$ cat config.mk
export PLATFORM = sky130hd
export DESIGN_NAME = dcache_wb
export DESIGN_NICKNAME = d
export VERILOG_FILES = /design/src/rtl/dcache_wb.sv
export SDC_FILE = /design/constraint.sdc
export NUM_CORES = 2
export LEC_CHECK = 0
export CAP_MARGIN = 40
export CORE_UTILIZATION = 55
export DETAILED_ROUTE_END_ITERATION = 10
export PLACE_DENSITY = 0.71
export SLEW_MARGIN = 25
export SYNTH_ARGS = -nofsm -noshare
export SYNTH_HDL_FRONTEND = slang
export SYNTH_SLANG_ARGS = --single-unit
$ cat constraint.sdc
create_clock -name CLK -period 6.04 [get_ports CLK]
set_clock_uncertainty 0.15 [all_clocks]
set_input_delay 1.208 -clock CLK [delete_from_list [all_inputs] [get_ports CLK]]
set_output_delay 1.208 -clock CLK [all_outputs]
set_load 0.02 [all_outputs]
$ cat src/rtl/dcache_wb.sv
// Write-back, write-allocate set-associative data cache with LRU replacement and halt-time flush.
// Optional feature macro DCACHE_HITCOUNT_EN: saturating hit counter written to 0x3100 after the flush.
module dcache_wb #(
    parameter int SETS  = 8,
    parameter int WAYS  = 2,
    parameter int WORDS = 2,
    parameter int CPUID = 0
) (
    input  logic        CLK,
    input  logic        RST,
    input  logic        dmemREN,
    input  logic        dmemWEN,
    input  logic [31:0] dmemaddr,
    input  logic [31:0] dmemstore,
    input  logic        halt,
    output logic        dhit,
    output logic [31:0] dmemload,
    output logic        flushed,
    output logic        dREN,
    output logic        dWEN,
    output logic [31:0] daddr,
    output logic [31:0] dstore,
    input  logic [31:0] dload,
    input  logic        dwait
);
    localparam int OFFW = $clog2(WORDS);
    localparam int CW   = (OFFW > 0) ? OFFW : 1;
    localparam int IDXW = $clog2(SETS);
    localparam int TAGW = 30 - OFFW - IDXW;
    localparam logic [CW-1:0] LAST = CW'(WORDS - 1);

    typedef enum logic [2:0] {IDLE, WB, FETCH, FLUSH, DONE} state_t;

    state_t          state;
    logic            valid [SETS][WAYS];
    logic            dirty [SETS][WAYS];
    logic [TAGW-1:0] tags  [SETS][WAYS];
    logic [31:0]     data  [SETS][WAYS][WORDS];
    logic            lru   [SETS];

    logic [CW-1:0]   cnt;
    logic [IDXW-1:0] idx_r;
    logic [TAGW-1:0] rtag;
    logic            way_r;
    logic            halt_pend;
    logic [IDXW-1:0] fset;
    logic            fway;
`ifdef DCACHE_HITCOUNT_EN
    logic [31:0]     hit_cnt;
    logic            scan_done;
`endif

    logic [CW-1:0]   req_off;
    logic [IDXW-1:0] req_idx;
    logic [TAGW-1:0] req_tag;
    logic [WAYS-1:0] hit_vec;
    logic            hit, hit_way, victim, access;
    logic            word_last, flush_line, flush_adv, scan_last;

    // Rebuilds a memory word address from its tag, set index and word offset.
    function automatic logic [31:0] blk_addr(input logic [TAGW-1:0] t, input logic [IDXW-1:0] i,
                                             input logic [CW-1:0] w);
        return {t, i, {(OFFW + 2){1'b0}}} | (32'(w) << 2);
    endfunction

    assign req_off = CW'(dmemaddr[31:2] & 30'(WORDS - 1));
    assign req_idx = dmemaddr[2 + OFFW +: IDXW];
    assign req_tag = dmemaddr[31 -: TAGW];
    assign access  = dmemREN | dmemWEN;

    // Tag lookup, victim choice and flush-scan bookkeeping.
    always_comb begin
        for (int w = 0; w < WAYS; w++) begin
            hit_vec[w] = valid[req_idx][w] && (tags[req_idx][w] == req_tag);
        end
        hit        = |hit_vec;
        hit_way    = hit_vec[WAYS-1] && (WAYS == 2);
        victim     = (WAYS == 2) ? lru[req_idx] : 1'b0;
        word_last  = (cnt == LAST);
        flush_line = valid[fset][fway] && dirty[fset][fway];
        flush_adv  = flush_line ? (!dwait && word_last) : 1'b1;
        scan_last  = (fset == IDXW'(SETS - 1)) && (fway == 1'(WAYS - 1));
    end

    // A halt request pre-empts the access, so no hit is reported for it.
    assign dhit     = (state == IDLE) && !halt && access && hit;
    assign dmemload = dhit ? data[req_idx][hit_way][req_off] : 32'h0;
    assign flushed  = (state == DONE);

    // Memory channel driven purely from registered state, hence stable while dwait holds.
    always_comb begin
        dREN   = 1'b0;
        dWEN   = 1'b0;
        daddr  = 32'h0;
        dstore = 32'h0;
        case (state)
            WB: begin
                dWEN   = 1'b1;
                daddr  = blk_addr(tags[idx_r][way_r], idx_r, cnt);
                dstore = data[idx_r][way_r][cnt];
            end
            FETCH: begin
                dREN  = 1'b1;
                daddr = blk_addr(rtag, idx_r, cnt);
            end
            FLUSH: begin
`ifdef DCACHE_HITCOUNT_EN
                if (scan_done) begin
                    dWEN   = 1'b1;
                    daddr  = 32'h0000_3100;
                    dstore = hit_cnt;
                end else
`endif
                if (flush_line) begin
                    dWEN   = 1'b1;
                    daddr  = blk_addr(tags[fset][fway], fset, cnt);
                    dstore = data[fset][fway][cnt];
                end else begin
                    dWEN = 1'b0;
                end
            end
            default: dREN = 1'b0;
        endcase
    end

    // Controller FSM plus line-state arrays.
    always_ff @(posedge CLK) begin
        if (RST) begin
            state     <= IDLE;
            cnt       <= '0;
            idx_r     <= '0;
            rtag      <= '0;
            way_r     <= 1'b0;
            halt_pend <= 1'b0;
            fset      <= '0;
            fway      <= 1'b0;
`ifdef DCACHE_HITCOUNT_EN
            hit_cnt   <= 32'h0;
            scan_done <= 1'b0;
`endif
            for (int s = 0; s < SETS; s++) begin
                lru[s] <= 1'b0;
                for (int w = 0; w < WAYS; w++) begin
                    valid[s][w] <= 1'b0;
                    dirty[s][w] <= 1'b0;
                end
            end
        end else begin
`ifdef DCACHE_HITCOUNT_EN
            if (dhit && hit_cnt != 32'hFFFF_FFFF) hit_cnt <= hit_cnt + 32'd1;
`endif
            case (state)
                IDLE: begin
                    if (halt) begin
                        state <= FLUSH;
                    end else if (access && hit) begin
                        if (dmemWEN) begin
                            data[req_idx][hit_way][req_off] <= dmemstore;
                            dirty[req_idx][hit_way]         <= 1'b1;
                        end
                        lru[req_idx] <= (WAYS == 2) ? ~hit_way : 1'b0;
                    end else if (access) begin
                        idx_r <= req_idx;
                        rtag  <= req_tag;
                        way_r <= victim;
                        cnt   <= '0;
                        state <= (valid[req_idx][victim] && dirty[req_idx][victim]) ? WB : FETCH;
                    end
                end
                WB: begin
                    if (halt) halt_pend <= 1'b1;
                    if (!dwait) begin
                        if (word_last) begin
                            cnt                 <= '0;
                            dirty[idx_r][way_r] <= 1'b0;
                            state               <= FETCH;
                        end else begin
                            cnt <= cnt + 1'b1;
                        end
                    end
                end
                FETCH: begin
                    if (halt) halt_pend <= 1'b1;
                    if (!dwait) begin
                        data[idx_r][way_r][cnt] <= dload;
                        if (word_last) begin
                            cnt                 <= '0;
                            valid[idx_r][way_r] <= 1'b1;
                            dirty[idx_r][way_r] <= 1'b0;
                            tags[idx_r][way_r]  <= rtag;
                            halt_pend           <= 1'b0;
                            state               <= (halt || halt_pend) ? FLUSH : IDLE;
                        end else begin
                            cnt <= cnt + 1'b1;
                        end
                    end
                end
                FLUSH: begin
`ifdef DCACHE_HITCOUNT_EN
                    if (scan_done) begin
                        if (!dwait) state <= DONE;
                    end else begin
`endif
                    if (flush_line && !dwait) begin
                        if (word_last) begin
                            cnt               <= '0;
                            dirty[fset][fway] <= 1'b0;
                        end else begin
                            cnt <= cnt + 1'b1;
                        end
                    end
                    if (flush_adv) begin
                        if (scan_last) begin
`ifdef DCACHE_HITCOUNT_EN
                            scan_done <= 1'b1;
`else
                            state <= DONE;
`endif
                        end else if (WAYS == 2 && fway == 1'b0) begin
                            fway <= 1'b1;
                        end else begin
                            fway <= 1'b0;
                            fset <= fset + 1'b1;
                        end
                    end
`ifdef DCACHE_HITCOUNT_EN
                    end
`endif
                end
                DONE:    state <= DONE;
                default: state <= IDLE;
            endcase
        end
    end
endmodule
==> metrics <==
Area Growth Syn to Fin=18.9%; dpl cell area=around 91000 sq um; Crit Path Class=in -> out; Int Power=20.3 mW; final wirelength=~300 mm; CP endpoint kind=primary output; vias in the first global route=57.7k; Slew @ Worst Pin=1030 ps; number of synthesized flops with an enable pin=1464; CP arrival=about 4900 ps; final core utilization=0.662; Die ar.=~150000 sq um; die height=between 300 and 400 um; vias=58.6k; count leader, synth=edfxtp_1; failing checks=negative setup slack; synthesized flop and latch total=1525; Final WS setup=-221 ps; Final Max Tran Viols=0; Fin Setup TNS=-1830 ps; I/O Pins=202; hold buffers post-CTS=0; Min Clock Period, post-route=6260 ps; Initial Util=0.556; Reg power frac=0.439; FF/Latch Area=45200 sq um; Site Rows=141; worst r2r src=tags[3][47]; PD cells=287 nW/um^2; antenna violations before repair=12; Startpoint Class=input pin; vias per cell=7.74; endpoints failing setup=19; Worst EP required=approximately 4700 ps; maximum fanout along the worst path=6; Core Footprint=148000 sq um; most common library cells after synthesis=edfxtp_1 (1464), mux4_2 (971), nand2_1 (276), clkbuf_1 (274), o22ai_1 (265); reg2reg end=data[0][125]; fillers=9861; Yosys cell types=79; post-synthesis async set-or-reset flop share=0; first drt pass iteration count=6; post-DP HPWL=185 mm; Fin. Hold Viols=0; Synth Flop Type=edfxtp_1; multi-input logic area=between 30000 and 40000 sq um; outcome=finished, violations left; Synth top area share=0.533; Port Buf Inserts=197; Root Buffer=clkbuf_16; gr usage total=0.396; Worst Hold Launch=valid[2][1]; post-route cell area=98100 sq um; H-tree lvl count=4; sw power=7.81 mW; # nets final=5535; highest clock rate=0.160 GHz; Sw Share=0.278; dpl cells=around 7.2k; global-route wire length before repair=424 mm; wire per inst=about 40 um; Peak supply drop=0.000322 V; Synth area leader=edfxtp_1; Place WS=-1090 ps; RSZ-0062 raised after global routing=true; most area-consuming cells after synthesis=edfxtp_1 (53%), mux4_2 (26%), mux2i_1 (3.1%), o22ai_1 (2.0%), mux2_2 (1.6%); share of cells above drive strength 1=0.380; flop2flop setup slack=1590 ps; mean post-synth cell area=16.6 sq um; Final Cycle Share=1.04; WHS Path Cells=1; total clock buffers created by CTS=between 150 and 200; Cell Count, Final, Fillers Out=7580; Worst Reg-to-Reg Cells=12; sequential element share of the synthesized area=0.547; CTS clk-pin slew, worst paths=~60 ps; largest net degree at the start of global routing=roughly 110; grt ovf=0; Lkg Pwr=around 31 nW; Hold Crit Endpoint=valid[2][1]; CTS max path bufs=3; post-synthesis cell count=4964; DRC=0; GPL Wtd Cong=0.943; Mapped Area=82600 sq um; Max-Cap Viols=0; power share of the combinational group=0.192; die width=389 um; worst hold path type=reg -> reg; worst-skew pair later-pin latency=810 ps; antenna-violating nets left=0; CTS tree=built; CTS sink count=1525; initial drt markers=between 9k and 10k; slew margin rel.=0.316; Yosys warning total=0; Clk pwr share=0.369
==> worst max-delay path by stage <==
stage	startpoint	endpoint	slack (ps)	cells past startpoint
finish	dmemaddr[3]	dmemload[16]	-220	14
global route	dmemaddr[3]	dmemload[16]	-230	14
CTS	dmemaddr[3]	dmemload[28]	-140	15
detailed placement	dmemaddr[3]	dmemload[16]	-1090	14
global placement	dmemaddr[3]	dmemload[16]	-1110	14
floorplan	dmemaddr[3]	dmemload[12]	340	11
==> stage by stage <==
step / power [mW] / hold slack (ps)
CTS: 28.0 / 330
floorplan: 15.6 / 290
finish: 28.1 / 328
global placement: 17.7 / 317
global route: 28.7 / 354
detailed placement: 17.8 / 316
==> placed cells by master, fill, tap and decap left out, drive strengths merged, types with 9 or more instances in the layout <==
cell type         n
nand2b           18
o31ai            17
buf             589
clkbuf          226
a21oi            97
edfxtp         1464
a221oi           14
clkinv           56
xor2             18
a2111oi          12
xnor2            18
mux2i           254
nor2            225
nor2b            22
a22oi            67
mux2            117
nand4             9
o22a             42
inv              24
o2111ai           9
a21o             18
a31oi            10
nor3             67
nand2           276
clkinvlp         10
o221ai           50
o211ai           11
o22ai           265
nor4             60
a211oi           54
bufinv           14
o21ai            80
clkdlybuf4s50   160
nand3            24
and3             13
dfxtp            61
mux4            982
==> critical path, cell delays in order <==
cell	delay (ps)
buf_16	140
mux4_2	510
mux2i_1	180
xor2_1	330
buf_4	210
o2111ai_4	100
or4b_4	560
or4_4	650
buf_12	200
buf_8	130
and3_4	150
nor3_4	250
buf_4	160
buf_6	100
==> cell families after synthesis <==
family | count (synthesis) | synth area share
other | 1 | 0.0000454
buffers and inverters | 474 | 0.0236
adders and majority gates | 2 | 0.000303
and+or+nand+nor | 768 | 0.0430
DFF | 1525 | 0.547
AOI/OAI and AO/OA | 805 | 0.0666
muxes | 1353 | 0.315
xor gates and xnor gates | 36 | 0.00382
==> repair_timing <==
action | 4_1_cts | 5_1_grt
gates cloned | 3 | 0
buffers inserted | 18 | 18
setup endpoints to repair | 35 | 38
pin swaps | 25 | 27
resized for setup | 199 | 63
==> per-layer routing <==
metal,GRT usage,share of wire,vias up
li1,-,-,22300
met5,0,0.00019,-
met1,0.509,0.32,29500
met2,0.596,0.45,5516
met4,0.251,0.078,10
met3,0.113,0.15,1300
==> layout make-up <==
class | instances | share of cell area
Sequential cell | 1525 | 0.461
Multi-Input combinational cell | 2966 | 0.372
Timing Repair Buffer | 758 | 0.0852
Clock buffer | 219 | 0.0461
Tap cell | 2002 | 0.0255
Clock inverter | 89 | 0.0101
Inverter | 15 | 0.000676
Antenna cell | 6 | 0.000153
==> power by group through the flow <==
stage / Clock (mW) / Combinational (mW) / Sequential, mW
after floorplan: 0 / 3.29 / 12.3
after global placement: 0 / 5.09 / 12.6
after detailed placement: 0 / 5.20 / 12.6
after CTS: 10.4 / 5.27 / 12.3
after global routing: 10.8 / 5.59 / 12.4
final: 10.4 / 5.41 / 12.3
==> sequential cells by signal (all words and copies together), names as in the netlist, 3 cells and up, named ones only <==
| register | cells |
|---|---|
| fset | 3 |
| dirty | 16 |
| tags | 416 |
| state | 3 |
| data | 1024 |
| valid | 16 |
| rtag | 26 |
| lru | 8 |
| idx_r | 3 |
(Power assumes the default switching activity.)
